### src/rtl/ibex_rf_pkg.sv
// ibex_rf_pkg: register-file FSM state type, word counts and address helper.
// Shared by ibex_register_file_mp_fpga and ibex_rf_wr_decode.
package ibex_rf_pkg;

    typedef enum logic {
        RF_INIT,
        RF_READY
    } rf_state_e;

    localparam int NUM_WORDS_RV32E = 16;
    localparam int NUM_WORDS_RV32I = 32;

    // A word address is backed by storage only if nonzero and in range
    function automatic logic addr_legal(logic [4:0] addr, int num_words);
        return (addr != 5'd0) && (int'(addr) < num_words);
    endfunction

endpackage

### src/rtl/ibex_rf_wr_decode.sv
// ibex_rf_wr_decode: two write ports plus init clear -> per-word strobe and data.
// Port A has priority; word 0 has no strobe.
module ibex_rf_wr_decode
    import ibex_rf_pkg::*;
#(
    parameter int                   NumWords    = NUM_WORDS_RV32I,
    parameter int                   DataWidth   = 32,
    parameter logic [DataWidth-1:0] WordZeroVal = '0
) (
    input  logic                                init,
    input  logic [4:0]                          clear_addr,
    input  logic [4:0]                          waddr_a,
    input  logic [DataWidth-1:0]                wdata_a,
    input  logic                                we_a,
    input  logic [4:0]                          waddr_b,
    input  logic [DataWidth-1:0]                wdata_b,
    input  logic                                we_b,
    output logic [NumWords-1:1]                 strobe,
    output logic [NumWords-1:1][DataWidth-1:0]  wdata
);

    always_comb begin
        strobe = '0;
        wdata  = '0;
        for (int i = 1; i < NumWords; i++) begin
            if (init) begin
                strobe[i] = (clear_addr == 5'(i));
                wdata[i]  = WordZeroVal;
            end else if (we_a && (waddr_a == 5'(i))) begin
                strobe[i] = 1'b1;
                wdata[i]  = wdata_a;
            end else if (we_b && (waddr_b == 5'(i))) begin
                strobe[i] = 1'b1;
                wdata[i]  = wdata_b;
            end
        end
    end

endmodule

### src/rtl/ibex_register_file_mp_fpga.sv
// ibex_register_file_mp_fpga: multi-port register file with hardware clear on reset.
// Define IBEX_RF_WRITE_FORWARD_EN to bypass same-cycle write data to reads.
module ibex_register_file_mp_fpga
    import ibex_rf_pkg::*;
#(
    parameter bit                   RV32E        = 1'b0,
    parameter int                   DataWidth    = 32,
    parameter int                   NumReadPorts = 2,
    parameter bit                   WrenCheck    = 1'b0,
    parameter logic [DataWidth-1:0] WordZeroVal  = '0
) (
    input  logic                              clk_i,
    input  logic                              rst_ni,
    input  logic [NumReadPorts*5-1:0]         raddr_i,
    output logic [NumReadPorts*DataWidth-1:0] rdata_o,
    input  logic [4:0]                        waddr_a_i,
    input  logic [DataWidth-1:0]              wdata_a_i,
    input  logic                              we_a_i,
    input  logic [4:0]                        waddr_b_i,
    input  logic [DataWidth-1:0]              wdata_b_i,
    input  logic                              we_b_i,
    output logic                              ready_o,
    output logic                              wr_conflict_o,
    output logic                              err_o
);

    localparam int         NumWords = RV32E ? NUM_WORDS_RV32E : NUM_WORDS_RV32I;
    localparam int         AW       = $clog2(NumWords);
    localparam logic [4:0] LastWord = 5'(NumWords - 1);

    rf_state_e                         state;
    logic [4:0]                        count;
    logic                              ready;
    logic                              init;
    logic                              err;
    logic [NumWords-1:1]               strobe;
    logic [NumWords-1:1][DataWidth-1:0] wdata;
    logic [DataWidth-1:0]              mem [1:NumWords-1];

    assign init = (state == RF_INIT);

    always_ff @(posedge clk_i) begin
        if (!rst_ni) begin
            state <= RF_INIT;
            count <= 5'd1;
            ready <= 1'b0;
        end else begin
            case (state)
                RF_INIT: begin
                    if (count == LastWord) begin
                        state <= RF_READY;
                        ready <= 1'b1;
                    end else begin
                        count <= count + 5'd1;
                    end
                end
                RF_READY: state <= RF_READY;
            endcase
        end
    end

    ibex_rf_wr_decode #(
        .NumWords    (NumWords),
        .DataWidth   (DataWidth),
        .WordZeroVal (WordZeroVal)
    ) u_dec (
        .init       (init),
        .clear_addr (count),
        .waddr_a    (waddr_a_i),
        .wdata_a    (wdata_a_i),
        .we_a       (we_a_i),
        .waddr_b    (waddr_b_i),
        .wdata_b    (wdata_b_i),
        .we_b       (we_b_i),
        .strobe     (strobe),
        .wdata      (wdata)
    );

    // Reset blocks every write, including the clear of the current word
    always_ff @(posedge clk_i) begin
        if (rst_ni) begin
            for (int i = 1; i < NumWords; i++) begin
                if (strobe[i]) mem[i] <= wdata[i];
            end
        end
    end

    for (genvar p = 0; p < NumReadPorts; p++) begin : g_read
        logic [4:0]           addr;
        logic [AW-1:0]        idx;
        logic [DataWidth-1:0] data;

        assign addr = raddr_i[5*p +: 5];
        assign idx  = addr[AW-1:0];

        always_comb begin
            data = '0;
            if (!addr_legal(addr, NumWords)) begin
                data = '0;
            end else if (init) begin
                data = WordZeroVal;
`ifdef IBEX_RF_WRITE_FORWARD_EN
            end else if (we_a_i && (waddr_a_i == addr)) begin
                data = wdata_a_i;
            end else if (we_b_i && (waddr_b_i == addr)) begin
                data = wdata_b_i;
`endif
            end else begin
                data = mem[idx];
            end
        end

        assign rdata_o[DataWidth*p +: DataWidth] = data;
    end

    if (WrenCheck) begin : g_chk
        logic [NumWords-1:1]                strobe_chk;
        logic [NumWords-1:1][DataWidth-1:0] wdata_chk;

        ibex_rf_wr_decode #(
            .NumWords    (NumWords),
            .DataWidth   (DataWidth),
            .WordZeroVal (WordZeroVal)
        ) u_dec_chk (
            .init       (init),
            .clear_addr (count),
            .waddr_a    (waddr_a_i),
            .wdata_a    (wdata_a_i),
            .we_a       (we_a_i),
            .waddr_b    (waddr_b_i),
            .wdata_b    (wdata_b_i),
            .we_b       (we_b_i),
            .strobe     (strobe_chk),
            .wdata      (wdata_chk)
        );

        always_comb begin
            err = 1'b0;
            for (int i = 1; i < NumWords; i++) begin
                if (strobe[i] && (!strobe_chk[i] || (wdata[i] != wdata_chk[i]))) begin
                    err = 1'b1;
                end
            end
        end
    end else begin : g_nochk
        assign err = 1'b0;
    end

    assign ready_o       = ready;
    assign err_o         = err;
    assign wr_conflict_o = !init && we_a_i && we_b_i &&
                           (waddr_a_i == waddr_b_i) && (waddr_a_i != 5'd0);

endmodule

### config.mk
export PLATFORM = sky130hd
export DESIGN_NAME = ibex_register_file_mp_fpga
export DESIGN_NICKNAME = d
export VERILOG_FILES = /design/src/rtl/ibex_rf_pkg.sv /design/src/rtl/ibex_rf_wr_decode.sv /design/src/rtl/ibex_register_file_mp_fpga.sv
export SDC_FILE = /design/constraint.sdc
export NUM_CORES = 2
export LEC_CHECK = 0
export CAP_MARGIN = 20
export CORE_MARGIN = 2
export CORE_UTILIZATION = 45
export CTS_CLUSTER_DIAMETER = 50
export CTS_CLUSTER_SIZE = 16
export DETAILED_ROUTE_END_ITERATION = 12
export PLACE_DENSITY = 0.66
export SYNTH_ARGS = -nofsm -noshare
export SYNTH_HDL_FRONTEND = slang
export SYNTH_SLANG_ARGS = --single-unit
### constraint.sdc
create_clock -name clk_i -period 8.1 [get_ports clk_i]
set_clock_uncertainty 0.2 [all_clocks]
set_input_delay 0.81 -clock clk_i [delete_from_list [all_inputs] [get_ports clk_i]]
set_output_delay 0.81 -clock clk_i [all_outputs]
set_load 0.02 [all_outputs]
**After elaboration in Yosys (flattened, before gate mapping)**

Memories as Yosys holds them, arrays and structs flattened.
Cells that the tools add are included.

- Bits of input ports: 88
- Output and inout port bits: 67
- Bits in writable memories: 992
- Memories: 1
- Logic and storage cells: 457
- Register bits after elaboration: 7

Memories:

| name | depth | width | rd ports | clocked after memory_dff | wr ports | line | text |
|---|---|---|---|---|---|---|---|
| mem | 31 | 32 | 2 | 0 | 31 | ibex_register_file_mp_fpga.sv:38 | `logic [DataWidth-1:0] mem [1:NumWords-1];` |

- Reductions and logical operators: 71
- Equality and inequality tests: 94
- Add/sub/neg operators: 1
- Bitwise gates (word level): 2
- Multiplexer cells: 285

Operators with widths:

| kind | number |
|---|---|
| 32-bit 2-to-1 mux | 97 |
| 5-bit == test (second input constant) | 48 |
| 1-bit 2-to-1 mux | 187 |
| 5-bit by 4-bit == test with 1-bit output (second input constant) | 24 |
| 1-bit logical AND | 66 |
| 5-bit by 3-bit == test with 1-bit output (second input constant) | 12 |
| 5-bit by 2-bit == test with 1-bit output (second input constant) | 6 |
| 5-bit by 1-bit == test with 1-bit output (second input constant) | 3 |
| 5-bit nonzero test | 3 |
| 5-bit by 1-bit adder with 5-bit output (second input constant) | 1 |
| 5-bit == test | 1 |
| 2-bit AND reduction | 2 |
| 1-bit NOT | 2 |
| 1-bit one-hot mux with 2 select lines | 1 |

**Depth between registers and ports, before layout**

- Word-level depth: 8
- Gate-level depth with buffers: 8
- Gate-level depth less buffers: 7

**Modules after synthesis**

Synthesis repeated with hierarchy kept, for this count alone.

- Cells, all modules: 4570
- Area, all modules: 58053.2 µm²

By module, submodules not included:

| module | area an instance (µm²) | times used | sequential area each (µm²) | cells an instance |
|---|---|---|---|---|
| ibex_register_file_mp_fpga | 48373.9 | 1 | 29928.7 | 2891 |
| ibex_rf_wr_decode | 9679.3 | 1 | 0.0 | 1679 |

**Worst setup path before layout**

OpenSTA, ideal clock, no wires.

- Path type: in2reg
- Start point: input waddr_a_i[1]
- End point: memory mem[20][0], enable pin
- Path buffers: 2
- Cell stages on the path: 6
- Setup slack: 3369 ps
- Required time: 7430 ps
- Library setup time: 470 ps
- Arrival time: 4061 ps
- Cells stage by stage: buf_2 -> nand2b_1 -> clkbuf_1 -> nor2_1 -> nor2_1 -> a211oi_1

RTL lines:

| element | line | text |
|---|---|---|
| start, declared | ibex_register_file_mp_fpga.sv:16 | `input logic [4:0] waddr_a_i,` |
| end, declared | ibex_register_file_mp_fpga.sv:38 |  |

**Worst setup path after layout**

- Start point: input raddr_i[2]
- End point: output rdata_o[4]

- Word-level cells in the longest chain between the ends: 3
- Elaborated cells on any way between the ends: 4
- Classes of those cells: 2 x mux; 1 x reduce/logical; 1 x memory

RTL lines:

| element | line | text |
|---|---|---|
| start, declared | ibex_register_file_mp_fpga.sv:14 | `input logic [NumReadPorts*5-1:0] raddr_i,` |
| memory 31 x 32 bit | -- |  |
| 32-bit 2-to-1 mux | ibex_register_file_mp_fpga.sv:100 | `end else if (init) begin` |
| 32-bit 2-to-1 mux (*) | ibex_register_file_mp_fpga.sv:98 | `if (!addr_legal(addr, NumWords)) begin` |
| end, declared | ibex_register_file_mp_fpga.sv:15 | `output logic [NumReadPorts*DataWidth-1:0] rdata_o,` |

Every way passes the cells marked *; elsewhere a longest branch is shown, timed or not.

==> impl_metrics.ini <==
[outcome]
status = finished clean

[place]
numPortBuffers = 153
place_area_um2 = 66040
dp.final_hpwl_um = 150100
dp.cells = 7126
place.gp.congestion = 0.9691

[setup_path]
cp_top_family = buffers and inverters
worstSetupStartpointType = input port
path_cells = buf_6 -> buf_4 -> nor4_1 -> a21oi_4 -> buf_4 -> o31ai_1 -> a211oi_1 -> clkdlybuf4s50_1
slowest_stage = a211oi_1
crit_buf_inv = 4
worstPathArrival_ps = 5320
crit_top_cell = buf_4
critPathMaxFanout = 70
max_stage_delay_ps = 1000
worstPathRequired_ps = 7090
crit_path_end_kind = primary output
crit_type = in2out
critical_path_depth = 8
reg2regPathDepth = 6

[clock_tree]
clock_insertion_delay_worst_skew_ps = 770
cts.sinks = 999
post_cts_buffers = 0
path_clk_slew_ps = 50
cts_resized = 0
ctsRootBufferMaster = clkbuf_16
ctsHoldBuffers = 0
cts_made_buffers = 131
h-tree-depth = 4
cts_buffer_depth = 3
cts_tree = built

[route]
drtIter0Drc = 10894
vias_per_cell = 7.406
drc = 0
wl_um = 273200
vias = 54654
firstDrtPassIters = 10
antenna_left = 0
wl_per_cell_um = 37.01

[worst_hold_path]
hp-class = reg2reg
hold_path_depth = 2

[global_routing]
grt_use_total_pct = 37.33
grt_pass1_vias = 52181
grt_pass1_wl_um = 380100
grt_max_degree = 188
antenna_found_initial = 16
grt-ovfl-total = 0

[power_and_ir_drop]
power_density_nw_per_um2 = 186.6
power_uw = 13180
ir_drop_uv = 164.6
power_leakage_uw = 0.02030

[synthesis]
ys_seq_elements = 999
syn_avg_cell_area_um2 = 11.16
synthTopCellsByArea = edfxtp_1, a22oi_1, mux2i_1
synth_warnings = 0
async_flop_share_pct = 0
syn_area_um2 = 62910
synth-edff-count = 992
synth_ff_type = edfxtp_1
syn_nets = 5733
ys_seq_area_share_pct = 47.57
yosysTopAreaCell = edfxtp_1
ys_types = 69
syn_inst = 5639
synth_top_area_share_pct = 47.35

[final_layout]
final_cells = 7380
fill_cells = 12162
final_util_pct = 50.76
layout_common_cells = nor2_1, a22oi_1, edfxtp_1, mux2i_1, buf_4
final_common_cell = nor2_1
final_layout_size_suffix_gt1_share_pct = 20.01
fin_area_um2 = 70650
synthToLayoutAreaGrowth_pct = 12.30
final_nets = 5480

[sta]
max_freq_ghz = 0.1580
tightest_slew_ps = 1299
hold_violations = 0
timing.slew.headroom_pct = 13.15
setup_violations = 0
drv_slew = 0
setup_tns_ps = 0
period_minus_slack_ps = 6328
fin_crit_sh_pct = 78.12
rsz0062_at_grt = no

[die]
io-pin-count = 155
core-area_um2 = 139200
die_area_um2 = 142800
die_x_um = 377.9
die_h_um = 377.9
rows = 137
initial_core_util_pct = 45.20

[flow_run]
drv_cap = 0
metal layers:
layer / GRT usage, % / vias up / share of wire, %
met3: 16.85 / 1215 / 18
met2: 52.58 / 5424 / 42
li1: - / 21390 / -
met5: 2.196 / - / 0.11
met4: 23.20 / 14 / 7.3
met1: 46.33 / 26611 / 33
per-stage QoR:
stage	setup slack, ps	hold slack [ps]
after floorplan	3369	299.2
after global placement	2226	313.5
after detailed placement	2297	337.6
after CTS	2087	347.3
after global routing	1853	387.7
final	1772	342.7
cell families (layout without fill, tap and decap cells):
group	Yosys count	count (layout)	share of synthesized area [%]
AO/OA/AOI/OAI	1686	1686	20.62
XOR/XNOR	7	7	0.09745
adder cells (fa/ha/maj)	6	6	0.1193
buffers and inverters	773	630	5.463
flip-flops	999	999	47.57
multiplexers	798	798	16.83
other	1	9	0.005961
AND/OR/NAND/NOR	1369	1369	9.290
cell usage after synthesis (12+ instances only):
cell type / n
mux2i_1: 473
nor3_1: 24
a31o_2: 12
nor2_2: 92
a211o_1: 33
a22oi_2: 90
o31ai_1: 31
a211oi_2: 25
buf_4: 44
nand2_1: 67
mux4_2: 195
a22o_1: 36
a222oi_1: 32
o21ai_0: 76
edfxtp_1: 992
a21o_1: 21
buf_6: 13
a31oi_1: 50
nor2_1: 1062
clkbuf_1: 481
o22ai_1: 32
a21oi_1: 92
a211oi_1: 125
o211a_1: 12
buf_2: 217
mux2_2: 130
and2_1: 34
a22oi_1: 1009
nor2b_1: 39
cell type report:
cell class,instances,area (um2),share of cell area (%)
inverter,6,30.03,0.04250
multi-input combinational,3867,30370,42.98
clock buffer,151,3448,4.881
sequential,999,29930,42.36
clock inverter,92,1097,1.553
tap,1876,2347,3.322
timing repair buffer,381,3410,4.826
antenna,8,20.02,0.02834
final timing paths:
kind                                            endpoint  slack (ps)             startpoint
worst max-delay path                          rdata_o[4]        1770             raddr_i[2]
worst min-delay path               count[1]$_SDFFE_PN0P_         340  count[1]$_SDFFE_PN0P_
worst max register to register  mem[7][27]$_SDFFCE_PN0P_        3930       state$_SDFF_PN0_
worst min register to register     count[1]$_SDFFE_PN0P_         340  count[1]$_SDFFE_PN0P_
registers in the layout (all words and copies together) (netlist names):
register	flops
mem	992
count	5
ready_o	1
state	1
tightest hold or removal path: stages (launching register included):
cell	delay [ps]
dfxtp_1	340
o21ai_0	90
a21oi_1	70
report_power, final:
group	leakage (uW)	total, uW	internal, uW	switching, uW
Clock	0.00222	6200	3730	2470
Combinational	0.00933	1320	404	913
Sequential	0.00875	5670	5650	20.8
Note: power is estimated with default switching activity, not from simulation.
